[src/rtl/ddram_clear.sv]
// Memory-clear sequencer: fills a DDR3 region with a constant pattern using
// bounded, restartable, stall-aware Avalon burst writes.
module ddram_clear #(
    parameter int          BURST = 128,
    parameter logic [63:0] FILL  = 64'h0
) (
    input  logic        clk_sys,
    input  logic        reset_n,
    input  logic        start,
    input  logic        abort,
    input  logic [28:0] base_addr,
    input  logic [28:0] len,
    output logic        busy,
    output logic        done,
    output logic [28:0] words_done,
    input  logic        DDRAM_BUSY,
    output logic [7:0]  DDRAM_BURSTCNT,
    output logic [28:0] DDRAM_ADDR,
    output logic [63:0] DDRAM_DIN,
    output logic [7:0]  DDRAM_BE,
    output logic        DDRAM_WE,
    output logic        DDRAM_RD
);

    typedef enum logic [1:0] {
        S_IDLE  = 2'd0,
        S_LOAD  = 2'd1,
        S_WRITE = 2'd2,
        S_DONE  = 2'd3
    } state_t;

    localparam logic [28:0] BURST_W = 29'(BURST);
    localparam logic [7:0]  BURST_B = 8'(BURST);

    state_t      state_r;
    state_t      state_nxt_s;
    logic [28:0] cur_addr_r;
    logic [28:0] remaining_r;
    logic [7:0]  beat_r;
    logic        abort_pend_r;
    logic        busy_r;
    logic        done_r;
    logic [28:0] words_done_r;
    logic        we_r;
    logic [7:0]  burstcnt_r;
    logic [28:0] addr_r;

    logic        take_start_s;
    logic        load_burst_s;
    logic        load_exit_s;
    logic        accept_s;
    logic        last_beat_s;
    logic [7:0]  n_s;

    // Next-state decode and per-cycle control strobes
    always_comb begin
        state_nxt_s  = state_r;
        take_start_s = 1'b0;
        load_burst_s = 1'b0;
        load_exit_s  = 1'b0;
        last_beat_s  = 1'b0;
        accept_s     = 1'b0;
        n_s          = (remaining_r < BURST_W) ? remaining_r[7:0] : BURST_B;
        case (state_r)
            S_IDLE, S_DONE: begin
                if (start) begin
                    state_nxt_s  = S_LOAD;
                    take_start_s = 1'b1;
                end else begin
                    state_nxt_s = state_r;
                end
            end
            S_LOAD: begin
                if (remaining_r == 29'd0) begin
                    state_nxt_s = S_DONE;
                    load_exit_s = 1'b1;
                end else if (abort_pend_r) begin
                    state_nxt_s = S_IDLE;
                    load_exit_s = 1'b1;
                end else begin
                    state_nxt_s  = S_WRITE;
                    load_burst_s = 1'b1;
                end
            end
            S_WRITE: begin
                accept_s = we_r & ~DDRAM_BUSY;
                if (accept_s && (beat_r == 8'd1)) begin
                    state_nxt_s = S_LOAD;
                    last_beat_s = 1'b1;
                end else begin
                    state_nxt_s = S_WRITE;
                end
            end
            default: begin
                state_nxt_s = S_IDLE;
            end
        endcase
    end

    // State register
    always_ff @(posedge clk_sys or negedge reset_n) begin
        if (!reset_n) begin
            state_r <= S_IDLE;
        end else begin
            state_r <= state_nxt_s;
        end
    end

    // Datapath: address/length bookkeeping, burst launch and beat accounting
    always_ff @(posedge clk_sys or negedge reset_n) begin
        if (!reset_n) begin
            cur_addr_r   <= 29'd0;
            remaining_r  <= 29'd0;
            beat_r       <= 8'd0;
            abort_pend_r <= 1'b0;
            busy_r       <= 1'b0;
            done_r       <= 1'b0;
            words_done_r <= 29'd0;
            we_r         <= 1'b0;
            burstcnt_r   <= 8'd0;
            addr_r       <= 29'd0;
        end else begin
            if (take_start_s) begin
                cur_addr_r   <= base_addr;
                remaining_r  <= len;
                done_r       <= 1'b0;
                words_done_r <= 29'd0;
                abort_pend_r <= 1'b0;
                busy_r       <= 1'b1;
            end else if (load_exit_s) begin
                busy_r <= 1'b0;
                done_r <= (remaining_r == 29'd0);
            end else if (load_burst_s) begin
                addr_r       <= cur_addr_r;
                burstcnt_r   <= n_s;
                beat_r       <= n_s;
                we_r         <= 1'b1;
                abort_pend_r <= abort_pend_r | abort;
            end else if (state_r == S_WRITE) begin
                abort_pend_r <= abort_pend_r | abort;
                if (accept_s) begin
                    words_done_r <= words_done_r + 29'd1;
                    remaining_r  <= remaining_r - 29'd1;
                    beat_r       <= beat_r - 8'd1;
                end else begin
                    beat_r <= beat_r;
                end
                // Burst fully accepted: advance by its length, wrapping mod 2^29
                if (last_beat_s) begin
                    we_r       <= 1'b0;
                    cur_addr_r <= cur_addr_r + {21'd0, burstcnt_r};
                end else begin
                    we_r <= we_r;
                end
            end else begin
                busy_r <= busy_r;
            end
        end
    end

    assign busy           = busy_r;
    assign done           = done_r;
    assign words_done     = words_done_r;
    assign DDRAM_BURSTCNT = burstcnt_r;
    assign DDRAM_ADDR     = addr_r;
    assign DDRAM_DIN      = FILL;
    assign DDRAM_BE       = 8'hFF;
    assign DDRAM_WE       = we_r;
    assign DDRAM_RD       = 1'b0;

endmodule

[config.mk]
export PLATFORM = sky130hd
export DESIGN_NAME = ddram_clear
export DESIGN_NICKNAME = d
export VERILOG_FILES = /design/src/rtl/ddram_clear.sv
export SDC_FILE = /design/constraint.sdc
export NUM_CORES = 1
export LEC_CHECK = 0
export ABC_CLOCK_PERIOD_IN_PS = 2100
export BUFFER_PORTS_ARGS = -buffer_cell sky130_fd_sc_hd__buf_2
export CORE_ASPECT_RATIO = 1.75
export CORE_UTILIZATION = 49
export DETAILED_ROUTE_END_ITERATION = 16
export PLACE_DENSITY = 0.84
export SYNTH_ARGS = -nofsm -noshare
export SYNTH_HDL_FRONTEND = slang
export SYNTH_SLANG_ARGS = --single-unit
[constraint.sdc]
create_clock -name clk_sys -period 2.1 [get_ports clk_sys]
set_input_delay 0.315 -clock clk_sys [delete_from_list [all_inputs] [get_ports clk_sys]]
set_output_delay 0.315 -clock clk_sys [all_outputs]
set_load 0.01 [all_outputs]
==> run_summary.xml <==
<?xml version="1.0" encoding="UTF-8"?>
<metrics>
  <group name="route">
    <metric name="wl_met3" unit="mm">2.02</metric>
    <metric name="met2RoutedLength" unit="mm">14.8</metric>
    <metric name="drc" unit="">0</metric>
    <metric name="post_drt_via_cell_ratio" unit="">5.92</metric>
    <metric name="average_wire_per_standard_cell" unit="microns">19.2</metric>
    <metric name="drtAntennaViolNets" unit="">0</metric>
    <metric name="routed.top_layer" unit="">met4</metric>
    <metric name="drt_pass1_iterations" unit="">6</metric>
    <metric name="route.vias.total" unit="">8675</metric>
    <metric name="detailedRoute.firstIterationViolations" unit="">601</metric>
    <metric name="wl_met1" unit="mm">9.39</metric>
    <metric name="wl" unit="mm">28.1</metric>
  </group>
  <group name="logic_synthesis">
    <metric name="yosysTopAreaCell" unit="">sky130_fd_sc_hd__dfrtp_1</metric>
    <metric name="synth-edff-count" unit="">0</metric>
    <metric name="synth.area.top_cells" unit="">sky130_fd_sc_hd__dfrtp_1 42%, sky130_fd_sc_hd__nand2_1 7.5%, sky130_fd_sc_hd__buf_4 7.0%, sky130_fd_sc_hd__a21oi_1 4.2%, sky130_fd_sc_hd__o21ai_0 3.8%</metric>
    <metric name="avgSynthCellArea" unit="sq um">8.53</metric>
    <metric name="synth_top_area_share" unit="%">41.5</metric>
    <metric name="synthesis.area" unit="sq mm">0.00831</metric>
    <metric name="seq_area_frac_synth" unit="%">41.5</metric>
    <metric name="synth_common_cells" unit="">165 x sky130_fd_sc_hd__nand2_1, 138 x sky130_fd_sc_hd__dfrtp_1, 78 x sky130_fd_sc_hd__buf_4</metric>
    <metric name="synth.ff_latch_count" unit="">138</metric>
    <metric name="asr_flop_ratio_synth" unit="%">100</metric>
    <metric name="yosys.cell_count.top_type" unit="">sky130_fd_sc_hd__nand2_1</metric>
    <metric name="syn_inst" unit="">974</metric>
    <metric name="yosysUniqueCellTypes" unit="">74</metric>
    <metric name="synth_top_flop_cell" unit="">sky130_fd_sc_hd__dfrtp_1</metric>
    <metric name="yosys_warnings" unit="">0</metric>
  </group>
  <group name="global_routing">
    <metric name="number_of_global_route_vias_before_repair" unit="">8205</metric>
    <metric name="grt_start_max_net_pins" unit="">45</metric>
    <metric name="grtUsageTotal" unit="%">29.9</metric>
    <metric name="wire_length_of_the_first_global_routing_pass" unit="mm">40.7</metric>
    <metric name="globalRoute.totalOverflow" unit="">0</metric>
    <metric name="antenna_found_initial" unit="">1</metric>
  </group>
  <group name="cts">
    <metric name="clk_pin_slew" unit="ps">60</metric>
    <metric name="worstSkewPairLatency" unit="ps">430</metric>
    <metric name="cts.root.buffer_cell" unit="">sky130_fd_sc_hd__clkbuf_16</metric>
    <metric name="tritoncts" unit="">built</metric>
    <metric name="h-tree-depth" unit="">4</metric>
    <metric name="cts.path.max_buffers" unit="">2</metric>
    <metric name="cts_num_sinks" unit="">138</metric>
    <metric name="tritoncts.num_buffers" unit="">17</metric>
  </group>
  <group name="timing">
    <metric name="final_period_minus_worst_setup_slack" unit="ps">2270</metric>
    <metric name="report.final.hold_viol_count" unit="">0</metric>
    <metric name="max_freq" unit="GHz">0.441</metric>
    <metric name="finalSetupViolCount" unit="">61</metric>
    <metric name="max_slew_margin" unit="%">54.8</metric>
    <metric name="grt_setup_unrepaired" unit="">yes</metric>
    <metric name="fin_hold_ws" unit="ps">138</metric>
    <metric name="final.period_utilization" unit="%">108</metric>
    <metric name="final.setup.worst_slack" unit="ps">-167</metric>
    <metric name="max_slew_violation_count" unit="">0</metric>
    <metric name="fin_worst_skew" unit="ps">13.1</metric>
    <metric name="worst_slew_pin_slew" unit="ps">672</metric>
  </group>
  <group name="power">
    <metric name="p_per_area" unit="mW/mm^2">1380</metric>
    <metric name="power.leakage" unit="nW">5.48</metric>
    <metric name="vdd_ir_drop_max" unit="V">0.000759</metric>
  </group>
  <group name="final_layout">
    <metric name="post-route-util" unit="%">69.2</metric>
    <metric name="flow.area_growth_from_synthesis" unit="%">37.5</metric>
    <metric name="final-instance-count-excl-fill" unit="">1465</metric>
    <metric name="final_design_area_no_fill" unit="sq mm">0.0114</metric>
    <metric name="fin_nets" unit="">1306</metric>
    <metric name="layout_cell_share_with_drive_strength_beyond_1" unit="%">38.3</metric>
  </group>
  <group name="die">
    <metric name="core.rowCount" unit="">62</metric>
    <metric name="area_of_the_die" unit="sq mm">0.0175</metric>
    <metric name="number_of_top_level_pins" unit="">205</metric>
    <metric name="start_util" unit="%">50.3</metric>
    <metric name="dieWidth" unit="microns">100</metric>
    <metric name="floorplan.core_area" unit="sq mm">0.0165</metric>
    <metric name="floorplan.die.height" unit="microns">174</metric>
  </group>
  <group name="critical_path">
    <metric name="crit_fanout" unit="">5</metric>
    <metric name="worst-endpoint-required" unit="ps">2400</metric>
    <metric name="critical_path_arrival" unit="ps">2570</metric>
    <metric name="timing_worst_setup_path_type" unit="">flip-flop to flip-flop</metric>
    <metric name="start_kind" unit="">flip-flop</metric>
    <metric name="worst_setup_path_end_kind" unit="">flip-flop</metric>
  </group>
  <group name="status">
    <metric name="violations" unit="">negative setup slack</metric>
    <metric name="outcome" unit="">finished with violations</metric>
  </group>
  <group name="placement">
    <metric name="dpl_cell_area" unit="sq mm">0.00989</metric>
    <metric name="gp_congestion" unit="">0.945</metric>
    <metric name="io_buffers" unit="">131</metric>
    <metric name="dp_hpwl" unit="mm">18.5</metric>
    <metric name="detailedPlace.worstSlack" unit="ps">-292</metric>
    <metric name="placedCellCount" unit="">1407</metric>
  </group>
  <group name="run">
    <metric name="max_cap_violations" unit="">0</metric>
  </group>
  <group name="min_path">
    <metric name="min-delay-path-class" unit="">primary input to flip-flop</metric>
  </group>
</metrics>
-- worst max-delay path, stage by stage (launching register included) --
cell	delay, ps
sky130_fd_sc_hd__dfrtp_1	360
sky130_fd_sc_hd__ha_2	200
sky130_fd_sc_hd__inv_2	40
sky130_fd_sc_hd__fa_2	360
sky130_fd_sc_hd__nand2b_4	160
sky130_fd_sc_hd__a21o_1	200
sky130_fd_sc_hd__a211oi_2	240
sky130_fd_sc_hd__buf_4	200
sky130_fd_sc_hd__buf_6	110
sky130_fd_sc_hd__nand4_1	90
sky130_fd_sc_hd__nand3_1	110
sky130_fd_sc_hd__nand3_1	70
-- what timing repair did --
item | 4_1_cts | 5_1_grt
setup endpoints to repair | 91 | 99
setup buffers | 11 | 8
hold endpoints to repair | 37 | 0
cloned | 1 | 5
pin swaps | 27 | 59
hold buffers | 1 | 0
resized for setup | 37 | 142
-- metal layers --
metal,vias up,track usage (%)
li1,3834,-
met1,4129,31.0
met2,553,54.3
met3,159,4.62
met4,0,20.0
met5,-,0
-- cell usage in the layout (no fill, tap or decap), types with 5 or more instances in the layout --
cell type / n
sky130_fd_sc_hd__a21o_1: 12
sky130_fd_sc_hd__and4_1: 8
sky130_fd_sc_hd__a21oi_1: 63
sky130_fd_sc_hd__xor2_1: 21
sky130_fd_sc_hd__nor4_4: 5
sky130_fd_sc_hd__a21oi_2: 6
sky130_fd_sc_hd__o21ai_0: 52
sky130_fd_sc_hd__inv_1: 18
sky130_fd_sc_hd__nand2_1: 113
sky130_fd_sc_hd__buf_12: 9
sky130_fd_sc_hd__nand2_2: 38
sky130_fd_sc_hd__nor2_1: 67
sky130_fd_sc_hd__a211oi_2: 5
sky130_fd_sc_hd__or3_1: 11
sky130_fd_sc_hd__nand2_4: 15
sky130_fd_sc_hd__a31oi_1: 8
sky130_fd_sc_hd__ha_1: 9
sky130_fd_sc_hd__o22ai_1: 11
sky130_fd_sc_hd__buf_2: 130
sky130_fd_sc_hd__o21a_1: 5
sky130_fd_sc_hd__buf_4: 125
sky130_fd_sc_hd__nand3_1: 32
sky130_fd_sc_hd__dfrtp_1: 134
sky130_fd_sc_hd__nand4_1: 20
sky130_fd_sc_hd__clkbuf_16: 21
sky130_fd_sc_hd__nor3_1: 22
sky130_fd_sc_hd__conb_1: 73
sky130_fd_sc_hd__buf_6: 17
sky130_fd_sc_hd__a22oi_1: 9
sky130_fd_sc_hd__nand3_2: 14
sky130_fd_sc_hd__inv_6: 6
sky130_fd_sc_hd__xnor2_1: 6
sky130_fd_sc_hd__and3_1: 9
sky130_fd_sc_hd__o21ai_2: 10
sky130_fd_sc_hd__o21ai_1: 9
-- worst paths after layout --
path / slack, ps / endpoint / start / cells after the start
setup / recovery: -170 / cur_addr_r[26]$_DFFE_PN0P_ / DDRAM_BURSTCNT[0]$_DFFE_PN0P_ / 11
hold / removal: 140 / remaining_r[0]$_DFFE_PN0P_ / len[0] / 3
setup reg to reg: -170 / cur_addr_r[26]$_DFFE_PN0P_ / DDRAM_BURSTCNT[0]$_DFFE_PN0P_ / 11
hold reg to reg: 470 / DDRAM_ADDR[20]$_DFFE_PN0P_ / DDRAM_ADDR[20]$_DFFE_PN0P_ / 2
max in group asynchronous: 1080 / remaining_r[1]$_DFFE_PN0P_ / reset_n / 3
min in group asynchronous: 370 / cur_addr_r[1]$_DFFE_PN0P_ / reset_n / 2
-- power breakdown --
part | internal [mW] | total [mW] | switching (mW) | leakage, nW
Sequential | 3.55 | 4.44 | 0.892 | 1.73
Combinational | 3.52 | 8.24 | 4.72 | 3.45
Clock | 1.80 | 3.14 | 1.34 | 0.296
Total | 8.87 | 15.8 | 6.95 | 5.48
-- through the flow --
| stage | power [mW] | setup TNS [ps] |
|---|---|---|
| after floorplan | 8.22 | -3970 |
| after global placement | 10.7 | -513 |
| after detailed placement | 11.0 | -4560 |
| after CTS | 14.6 | -2490 |
| after global routing | 16.6 | -9590 |
| final | 15.8 | -4200 |
-- final cells by class --
type | count | area (sq um)
fillers | 1186 | 5100
multi-input cells | 759 | 4880
flip-flops and latches | 138 | 3460
repair buffers | 289 | 2120
clock buffers | 17 | 425
well taps | 224 | 280
clock inverters | 15 | 180
inverters | 22 | 82.6
diodes | 1 | 2.50
-- cell families (layout without fill, tap and decap cells) --
group                    Yosys count  after routing  share of synthesized area, %
AND/OR/NAND/NOR                  400            400                          23.5
AO/OA/AOI/OAI                    239            239                          18.5
buffers and inverters            148            343                          10.5
flip-flops                       138            138                          41.5
XOR/XNOR                          28             28                          2.95
adder cells (fa/ha/maj)           16             16                          2.50
multiplexers                       3              3                         0.391
other                              2             74                        0.0904
-- registers in the layout (all words and copies together), names as in the netlist --
signal / cells
state_r: 2
done: 1
DDRAM_BURSTCNT: 8
abort_pend_r: 1
words_done: 29
DDRAM_WE: 1
beat_r: 8
cur_addr_r: 29
busy: 1
remaining_r: 29
DDRAM_ADDR: 29
Power figures use the tool's default switching activity.
